--- config.mk ---
export PLATFORM = sky130hd
export DESIGN_NAME = rs232_cmd_decoder_flat
export DESIGN_NICKNAME = d
export VERILOG_FILES = /design/src/rtl/rs232_cmd_decoder_if.sv /design/src/rtl/rs232_cmd_decoder.sv /design/src/flat_wrapper.sv
export SDC_FILE = /design/constraint.sdc
export NUM_CORES = 1
export LEC_CHECK = 0
export CORE_MARGIN = 3
export CORE_UTILIZATION = 60
export CTS_BUF_LIST = sky130_fd_sc_hd__clkbuf_8
export CTS_CLUSTER_SIZE = 20
export DETAILED_ROUTE_END_ITERATION = 10
export HOLD_SLACK_MARGIN = 0.05
export PLACE_DENSITY = 0.84
export SETUP_SLACK_MARGIN = 0.02
export SLEW_MARGIN = 20
export SYNTH_ARGS = -nofsm -noshare
export SYNTH_HDL_FRONTEND = slang
export SYNTH_SLANG_ARGS = --single-unit
export TNS_END_PERCENT = 10
--- constraint.sdc ---
create_clock -name iCLK -period 3.92 [get_ports iCLK]
set_clock_uncertainty 0.2 [all_clocks]
set_input_delay 0.392 -clock iCLK [delete_from_list [all_inputs] [get_ports iCLK]]
set_output_delay 0.392 -clock iCLK [all_outputs]
set_load 0.005 [all_outputs]
--- src/rtl/rs232_cmd_decoder_if.sv ---
// Byte-stream input and decoded-strobe outputs of the serial command decoder.
// Latency: none, wires only. Backpressure: none; the decoder always accepts.
interface rs232_cmd_decoder_if #(
    parameter int TIME_W = 32,
    parameter int VAL_W  = 1
);
    logic              iRX_VALID;
    logic [7:0]        iRX_DATA;
    logic              oBUSY;
    logic              oTIME_VALID;
    logic              oLAST;
    logic              oPERIOD_VALID;
    logic              oINIT_VALID;
    logic              oFORCE_VALID;
    logic [7:0]        oCHANNEL;
    logic [TIME_W-1:0] oTIME;
    logic [VAL_W-1:0]  oVALUE;
    logic              oARM;
    logic              oTO_INIT;
    logic              oRESET_TIME;
    logic              oRESET_DEV;
    logic              oERR;
    logic [1:0]        oERR_CODE;

    modport master (
        output iRX_VALID, iRX_DATA,
        input  oBUSY, oTIME_VALID, oLAST, oPERIOD_VALID, oINIT_VALID, oFORCE_VALID,
               oCHANNEL, oTIME, oVALUE, oARM, oTO_INIT, oRESET_TIME, oRESET_DEV,
               oERR, oERR_CODE
    );

    modport slave (
        input  iRX_VALID, iRX_DATA,
        output oBUSY, oTIME_VALID, oLAST, oPERIOD_VALID, oINIT_VALID, oFORCE_VALID,
               oCHANNEL, oTIME, oVALUE, oARM, oTO_INIT, oRESET_TIME, oRESET_DEV,
               oERR, oERR_CODE
    );
endinterface

--- src/rtl/rs232_cmd_decoder.sv ---
// Parses the PC command byte stream into waveform/period/value/command strobes.
// Latency: strobes 1 cycle after the completing byte. Backpressure: none, full-rate input.
module rs232_cmd_decoder #(
    parameter int         TIME_W    = 32,
    parameter int         VAL_W     = 1,
    parameter int         NUM_CH    = 64,
    parameter int         TIMEOUT   = 500000,
    parameter logic [7:0] C_WAVE    = 8'h01,
    parameter logic [7:0] C_PERIOD  = 8'h02,
    parameter logic [7:0] C_INIT    = 8'h03,
    parameter logic [7:0] C_VAL     = 8'h04,
    parameter logic [7:0] C_ARM     = 8'h10,
    parameter logic [7:0] C_TOINIT  = 8'h11,
    parameter logic [7:0] C_RSTTIME = 8'h12,
    parameter logic [7:0] C_RSTDEV  = 8'h13
) (
    input logic                 iCLK,
    input logic                 iNRST,
    rs232_cmd_decoder_if.slave  bus
);
    localparam int TB    = TIME_W / 8;
    localparam int IDX_W = (TB > 1) ? $clog2(TB) : 1;
    localparam int CNT_W = $clog2(TIMEOUT + 2);

    typedef enum logic [2:0] {
        IDLE, W_CH, W_CNT0, W_CNT1, W_TIME, P_TIME, V_CH, V_VAL
    } state_t;

    state_t            state_q, state_d;
    logic [IDX_W-1:0]  idx_q, idx_d;
    logic [15:0]       cnt_q, cnt_d;
    logic [TIME_W-1:0] sh_q, sh_d;
    logic [7:0]        ch_q, ch_d;
    logic              force_q, force_d;
    logic [CNT_W-1:0]  tmo_q, tmo_d;

    logic              busy_q, busy_d;
    logic              time_vld_q, time_vld_d;
    logic              last_q, last_d;
    logic              period_vld_q, period_vld_d;
    logic              init_vld_q, init_vld_d;
    logic              force_vld_q, force_vld_d;
    logic [7:0]        chan_q, chan_d;
    logic [TIME_W-1:0] time_q, time_d;
    logic [VAL_W-1:0]  value_q, value_d;
    logic              arm_q, arm_d;
    logic              toinit_q, toinit_d;
    logic              rsttime_q, rsttime_d;
    logic              rstdev_q, rstdev_d;
    logic              err_q, err_d;
    logic [1:0]        err_code_q, err_code_d;

    logic              rx;
    logic [7:0]        b;
    logic [TIME_W-1:0] sh_next;
    logic              ch_ok;
    logic [15:0]       cnt_full;

    always_comb begin
        state_d      = state_q;
        idx_d        = idx_q;
        cnt_d        = cnt_q;
        sh_d         = sh_q;
        ch_d         = ch_q;
        force_d      = force_q;
        time_vld_d   = 1'b0;
        period_vld_d = 1'b0;
        init_vld_d   = 1'b0;
        force_vld_d  = 1'b0;
        arm_d        = 1'b0;
        toinit_d     = 1'b0;
        rsttime_d    = 1'b0;
        rstdev_d     = 1'b0;
        err_d        = 1'b0;
        last_d       = last_q;
        chan_d       = chan_q;
        time_d       = time_q;
        value_d      = value_q;
        err_code_d   = err_code_q;

        rx       = bus.iRX_VALID;
        b        = bus.iRX_DATA;
        sh_next  = TIME_W'({sh_q, b});
        ch_ok    = (32'(b) < NUM_CH);
        cnt_full = {cnt_q[15:8], b};

        // A byte arriving in the cycle the count hits TIMEOUT clears it before it can fire.
        if (state_q == IDLE || rx)
            tmo_d = '0;
        else if (tmo_q == CNT_W'(TIMEOUT))
            tmo_d = tmo_q;
        else
            tmo_d = tmo_q + CNT_W'(1);

        if (state_q != IDLE && !rx && tmo_q == CNT_W'(TIMEOUT)) begin
            state_d    = IDLE;
            sh_d       = '0;
            idx_d      = '0;
            err_d      = 1'b1;
            err_code_d = 2'd1;
        end else if (rx) begin
            case (state_q)
                IDLE: begin
                    if (b == C_WAVE) begin
                        state_d = W_CH;
                    end else if (b == C_PERIOD) begin
                        state_d = P_TIME;
                        sh_d    = '0;
                        idx_d   = '0;
                    end else if (b == C_INIT || b == C_VAL) begin
                        state_d = V_CH;
                        force_d = (b == C_VAL);
                    end else if (b == C_ARM) begin
                        arm_d = 1'b1;
                    end else if (b == C_TOINIT) begin
                        toinit_d = 1'b1;
                    end else if (b == C_RSTTIME) begin
                        rsttime_d = 1'b1;
                    end else if (b == C_RSTDEV) begin
                        rstdev_d = 1'b1;
                    end else begin
                        err_d      = 1'b1;
                        err_code_d = 2'd3;
                    end
                end
                W_CH, V_CH: begin
                    if (b == 8'hFF) begin
                        state_d = IDLE;
                    end else if (ch_ok) begin
                        ch_d    = b;
                        state_d = (state_q == W_CH) ? W_CNT0 : V_VAL;
                    end else begin
                        state_d    = IDLE;
                        err_d      = 1'b1;
                        err_code_d = 2'd2;
                    end
                end
                W_CNT0: begin
                    cnt_d   = {b, 8'h00};
                    state_d = W_CNT1;
                end
                W_CNT1: begin
                    if (cnt_full == 16'd0) begin
                        time_vld_d = 1'b1;
                        chan_d     = ch_q;
                        time_d     = '0;
                        last_d     = 1'b1;
                        state_d    = W_CH;
                    end else begin
                        cnt_d   = cnt_full;
                        sh_d    = '0;
                        idx_d   = '0;
                        state_d = W_TIME;
                    end
                end
                W_TIME, P_TIME: begin
                    if (idx_q == IDX_W'(TB - 1)) begin
                        sh_d   = '0;
                        idx_d  = '0;
                        time_d = sh_next;
                        if (state_q == P_TIME) begin
                            period_vld_d = 1'b1;
                            state_d      = IDLE;
                        end else begin
                            time_vld_d = 1'b1;
                            chan_d     = ch_q;
                            cnt_d      = cnt_q - 16'd1;
                            last_d     = (cnt_q == 16'd1);
                            if (cnt_q == 16'd1)
                                state_d = W_CH;
                        end
                    end else begin
                        sh_d  = sh_next;
                        idx_d = idx_q + IDX_W'(1);
                    end
                end
                V_VAL: begin
                    init_vld_d  = !force_q;
                    force_vld_d = force_q;
                    chan_d      = ch_q;
                    value_d     = b[VAL_W-1:0];
                    state_d     = V_CH;
                end
                default: state_d = IDLE;
            endcase
        end

        busy_d = (state_d != IDLE);
    end

    always_ff @(posedge iCLK or negedge iNRST) begin
        if (!iNRST) begin
            state_q      <= IDLE;
            idx_q        <= '0;
            cnt_q        <= '0;
            sh_q         <= '0;
            ch_q         <= '0;
            force_q      <= 1'b0;
            tmo_q        <= '0;
            busy_q       <= 1'b0;
            time_vld_q   <= 1'b0;
            last_q       <= 1'b0;
            period_vld_q <= 1'b0;
            init_vld_q   <= 1'b0;
            force_vld_q  <= 1'b0;
            chan_q       <= 8'hFF;
            time_q       <= '0;
            value_q      <= '0;
            arm_q        <= 1'b0;
            toinit_q     <= 1'b0;
            rsttime_q    <= 1'b0;
            rstdev_q     <= 1'b0;
            err_q        <= 1'b0;
            err_code_q   <= 2'd0;
        end else begin
            state_q      <= state_d;
            idx_q        <= idx_d;
            cnt_q        <= cnt_d;
            sh_q         <= sh_d;
            ch_q         <= ch_d;
            force_q      <= force_d;
            tmo_q        <= tmo_d;
            busy_q       <= busy_d;
            time_vld_q   <= time_vld_d;
            last_q       <= last_d;
            period_vld_q <= period_vld_d;
            init_vld_q   <= init_vld_d;
            force_vld_q  <= force_vld_d;
            chan_q       <= chan_d;
            time_q       <= time_d;
            value_q      <= value_d;
            arm_q        <= arm_d;
            toinit_q     <= toinit_d;
            rsttime_q    <= rsttime_d;
            rstdev_q     <= rstdev_d;
            err_q        <= err_d;
            err_code_q   <= err_code_d;
        end
    end

    assign bus.oBUSY         = busy_q;
    assign bus.oTIME_VALID   = time_vld_q;
    assign bus.oLAST         = last_q;
    assign bus.oPERIOD_VALID = period_vld_q;
    assign bus.oINIT_VALID   = init_vld_q;
    assign bus.oFORCE_VALID  = force_vld_q;
    assign bus.oCHANNEL      = chan_q;
    assign bus.oTIME         = time_q;
    assign bus.oVALUE        = value_q;
    assign bus.oARM          = arm_q;
    assign bus.oTO_INIT      = toinit_q;
    assign bus.oRESET_TIME   = rsttime_q;
    assign bus.oRESET_DEV    = rstdev_q;
    assign bus.oERR          = err_q;
    assign bus.oERR_CODE     = err_code_q;
endmodule
--- src/flat_wrapper.sv ---
// flat-port wrapper written by rule: the top's interface ports become plain ports
module rs232_cmd_decoder_flat 
#(
    parameter int         TIME_W    = 32,
    parameter int         VAL_W     = 1,
    parameter int         NUM_CH    = 64,
    parameter int         TIMEOUT   = 500000,
    parameter logic [7:0] C_WAVE    = 8'h01,
    parameter logic [7:0] C_PERIOD  = 8'h02,
    parameter logic [7:0] C_INIT    = 8'h03,
    parameter logic [7:0] C_VAL     = 8'h04,
    parameter logic [7:0] C_ARM     = 8'h10,
    parameter logic [7:0] C_TOINIT  = 8'h11,
    parameter logic [7:0] C_RSTTIME = 8'h12,
    parameter logic [7:0] C_RSTDEV  = 8'h13
)
  (iCLK, iNRST, bus_iRX_VALID, bus_iRX_DATA, bus_oBUSY, bus_oTIME_VALID, bus_oLAST, bus_oPERIOD_VALID, bus_oINIT_VALID, bus_oFORCE_VALID, bus_oCHANNEL, bus_oTIME, bus_oVALUE, bus_oARM, bus_oTO_INIT, bus_oRESET_TIME, bus_oRESET_DEV, bus_oERR, bus_oERR_CODE);
  rs232_cmd_decoder_if #(.TIME_W(TIME_W), .VAL_W(VAL_W)) bus_i ();
  input logic iCLK;
  input logic iNRST;
  input wire logic [$bits(bus_i.iRX_VALID)-1:0] bus_iRX_VALID;
  input wire logic [$bits(bus_i.iRX_DATA)-1:0] bus_iRX_DATA;
  output wire logic [$bits(bus_i.oBUSY)-1:0] bus_oBUSY;
  output wire logic [$bits(bus_i.oTIME_VALID)-1:0] bus_oTIME_VALID;
  output wire logic [$bits(bus_i.oLAST)-1:0] bus_oLAST;
  output wire logic [$bits(bus_i.oPERIOD_VALID)-1:0] bus_oPERIOD_VALID;
  output wire logic [$bits(bus_i.oINIT_VALID)-1:0] bus_oINIT_VALID;
  output wire logic [$bits(bus_i.oFORCE_VALID)-1:0] bus_oFORCE_VALID;
  output wire logic [$bits(bus_i.oCHANNEL)-1:0] bus_oCHANNEL;
  output wire logic [$bits(bus_i.oTIME)-1:0] bus_oTIME;
  output wire logic [$bits(bus_i.oVALUE)-1:0] bus_oVALUE;
  output wire logic [$bits(bus_i.oARM)-1:0] bus_oARM;
  output wire logic [$bits(bus_i.oTO_INIT)-1:0] bus_oTO_INIT;
  output wire logic [$bits(bus_i.oRESET_TIME)-1:0] bus_oRESET_TIME;
  output wire logic [$bits(bus_i.oRESET_DEV)-1:0] bus_oRESET_DEV;
  output wire logic [$bits(bus_i.oERR)-1:0] bus_oERR;
  output wire logic [$bits(bus_i.oERR_CODE)-1:0] bus_oERR_CODE;
  assign bus_i.iRX_VALID = bus_iRX_VALID;
  assign bus_i.iRX_DATA = bus_iRX_DATA;
  assign bus_oBUSY = bus_i.oBUSY;
  assign bus_oTIME_VALID = bus_i.oTIME_VALID;
  assign bus_oLAST = bus_i.oLAST;
  assign bus_oPERIOD_VALID = bus_i.oPERIOD_VALID;
  assign bus_oINIT_VALID = bus_i.oINIT_VALID;
  assign bus_oFORCE_VALID = bus_i.oFORCE_VALID;
  assign bus_oCHANNEL = bus_i.oCHANNEL;
  assign bus_oTIME = bus_i.oTIME;
  assign bus_oVALUE = bus_i.oVALUE;
  assign bus_oARM = bus_i.oARM;
  assign bus_oTO_INIT = bus_i.oTO_INIT;
  assign bus_oRESET_TIME = bus_i.oRESET_TIME;
  assign bus_oRESET_DEV = bus_i.oRESET_DEV;
  assign bus_oERR = bus_i.oERR;
  assign bus_oERR_CODE = bus_i.oERR_CODE;
  rs232_cmd_decoder #(.TIME_W(TIME_W), .VAL_W(VAL_W), .NUM_CH(NUM_CH), .TIMEOUT(TIMEOUT), .C_WAVE(C_WAVE), .C_PERIOD(C_PERIOD), .C_INIT(C_INIT), .C_VAL(C_VAL), .C_ARM(C_ARM), .C_TOINIT(C_TOINIT), .C_RSTTIME(C_RSTTIME), .C_RSTDEV(C_RSTDEV)) u_core (.iCLK(iCLK), .iNRST(iNRST), .bus(bus_i));
endmodule
==> run metrics <==
post-synthesis adder-cell area fraction=1.050%; port bufs=64; Startpoint Class=flop; Post-synth EDFFs=0; Synth Cell Area=5957 um^2; clock latency on the worst-skew pair=0.42 ns; Most used DFF post-synth=dfrtp_1; DP Cell Count=786; post-cts resize count=0; Ys Warns=0; mux contribution to synthesized area=just under 7%; syn_nets=around 630; H-tree levels=4; VDD IR-drop max=383.7 uV; final worst-path cycle share=76.56%; compound-cell area share of the yosys netlist=12.73%; Final Net Count=693; Routed WL=13710 um; initial antenna violation count=0; Core Region=9459 um^2; WP data required=4.06 ns; largest net degree at the start of global routing=74; Avg Cell Area, Syn=around 9.6 um^2; vias in the first global route=4901; outcome=complete, no violations; antenna-violating nets left=0; Total Neg Setup Slack=0 ns; fmax=around 330 MHz; min-delay worst type=flop to flop; Longest Clk Path Bufs=2; Leak=2.994 nW; register area share after synthesis=53.52%; Cells after Synth=around 620; asr flop ratio synth=100.0%; I/O Pins=65; Die W=105.6 um; worst path arrival time=3.14 ns; 1st-pass router iterations=5; Vias/cell=5.937; diode count=0; setup violators final=0; TritonCTS buffer count=17; fin cells=819; CTS tree=done; 1st-iter DRT viols=455; largest family of logic cells by synthesized area=simple AND/OR/NAND/NOR gates; shortest period the worst path allows=roughly 3.0 ns; Yosys reg bits=between 100 and 150; GRT overflow=0; DPL Wire Length=9570 um; Pwr Total=4.781 mW; Avg WL per Cell=16.74 um; max cap viols=0; DR vias=4862; Util after Layout=between 70 and 80%; Final Slew Violations=0; Synth cell types=53; ratio of cells with drive above 1 in the final layout=11.16%; Critical Path Sink Type=flop; worst-path maximum fanout=24; max_slew headroom=38.54%; worst-margin pin slew=0.9219 ns; final hold vios=0; gpl congestion=slightly below 1; clock sink count=roughly 130; Synth Area in Simple Gates=around 18%; first-pass GRT wire length=between 20000 and 25000 um; fillers=674; Synth Area in XOR/XNOR=2.647%; initial core utilization=between 60% and 70%; die height=105.6 um; DRC=0; root buffer cell=clkbuf_8; RSZ-0062 raised after global routing=no; Clock Pin Slew Worst Setup and Hold Paths=0.08 ns; CP Class=flop to flop; synth-to-layout area growth=19.34%; PwrDens=~670 nW/um^2; Die ar.=11160 um^2; floorplan row count=35; GRT Resource Usage Total=about a quarter
==> worst max-delay path: stages, from the launching register on <==
cell,delay (ns)
dfrtp_1,0.41
inv_1,0.10
ha_1,0.14
nor4b_1,0.21
nand2_1,0.10
or4_1,0.69
nor2_4,0.21
a31o_1,0.19
buf_4,0.39
mux2i_1,0.26
==> cells by family after synthesis <==
group                      after synthesis
AOI/OAI and AO/OA                      120
adders and majority gates                5
DFF                                    127
xor gates and xnor gates                18
and+or+nand+nor                        234
muxes                                   39
buffers and inverters                   75
==> per-stage QoR <==
stage	setup WS (ns)	hold slack, ns	area, um^2
2_1_floorplan	1.311	-0.1036	5957
3_3_place_gp	0.9069	0.2201	6708
3_5_place_dp	0.8235	0.2260	6708
4_1_cts	0.9164	0.2358	7109
5_1_grt	0.5664	0.2471	7109
6_report	0.9189	0.2315	7109
==> area by class of cell <==
type | count | area (um^2) | share of cell area (%)
Sequential cell | 127 | 3188 | 44.84
Multi-Input combinational cell | 416 | 2464 | 34.65
Timing Repair Buffer | 80 | 773.2 | 10.88
Clock buffer | 18 | 247.7 | 3.485
Tap cell | 129 | 161.4 | 2.270
Clock inverter | 14 | 143.9 | 2.024
Inverter | 35 | 131.4 | 1.848
==> flip-flops by register name, summed over array words and instances, names as in the netlist, 2 cells and up <==
name                  cells
u_core.idx_q              2
u_core.bus.oERR_CODE      2
u_core.tmo_q             19
u_core.bus.oCHANNEL       8
u_core.sh_q              24
u_core.bus.oTIME         32
u_core.state_q            3
u_core.ch_q               8
u_core.cnt_q             16
==> layer usage <==
metal,part of all wire [%],GRT usage [%]
met4,2.6,9.806
met3,7.7,5.083
met1,42,34.54
met5,0,0
met2,48,42.49
==> cells in the mapped netlist (3+ instances only) <==
library cell / n / area (um^2)
a21oi_1: 18 / 90.09
a22oi_1: 6 / 45.04
a32oi_1: 5 / 43.79
and2_1: 4 / 25.02
and3_1: 5 / 31.28
buf_6: 3 / 33.78
clkbuf_1: 35 / 131.4
dfrtp_1: 119 / 2978
dfstp_2: 8 / 210.2
ha_1: 5 / 62.56
inv_1: 35 / 131.4
mux2_2: 13 / 146.4
mux2i_1: 24 / 240.2
nand2_1: 100 / 375.4
nand2b_1: 5 / 31.28
nand3_1: 14 / 70.07
nand4_1: 7 / 43.79
nor2_1: 55 / 206.5
nor2b_1: 3 / 18.77
nor3_1: 17 / 85.08
nor4_1: 7 / 43.79
o21ai_0: 44 / 220.2
o22ai_1: 3 / 18.77
o31ai_1: 28 / 210.2
xnor2_1: 6 / 52.55
xor2_1: 12 / 105.1
==> placed cells by master, fill, tap and decap left out, types with 14 or more instances in the layout <==
| master | instances |
|---|---|
| a21oi_1 | 17 |
| buf_4 | 15 |
| clkbuf_8 | 18 |
| clkdlybuf4s50_1 | 63 |
| dfrtp_1 | 119 |
| inv_1 | 35 |
| mux2i_1 | 24 |
| nand2_1 | 100 |
| nand3_1 | 14 |
| nor2_1 | 55 |
| nor3_1 | 17 |
| o21ai_0 | 44 |
| o31ai_1 | 28 |
==> worst paths after layout <==
| kind | startpoint | to | slack (ns) | depth (start not counted) |
|---|---|---|---|---|
| setup / recovery | u_core.tmo_q[0] | u_core.sh_q[2] | 0.92 | 9 |
| min in group asynchronous | iNRST | u_core.bus.oTIME[26] | 0.43 | 2 |
| max in group asynchronous | iNRST | u_core.bus.oCHANNEL[3] | 2.12 | 3 |
| hold / removal | u_core.force_q | u_core.bus.oINIT_VALID | 0.23 | 1 |
| hold reg to reg | u_core.force_q | u_core.bus.oINIT_VALID | 0.23 | 1 |
| setup reg to reg | u_core.tmo_q[0] | u_core.sh_q[2] | 0.92 | 9 |
==> power by group <==
part	internal, mW	switching (mW)	total [mW]
Combinational	0.755	0.953	1.71
Clock	0.539	0.565	1.10
Sequential	1.69	0.279	1.97
Total	2.98	1.80	4.78
==> repair_timing <==
item,CTS,global route
hold buffers,1,0
setup buffers,0,0
hold endpoints to repair,70,0
setup endpoints to repair,0,0
(Power assumes the default switching activity.)
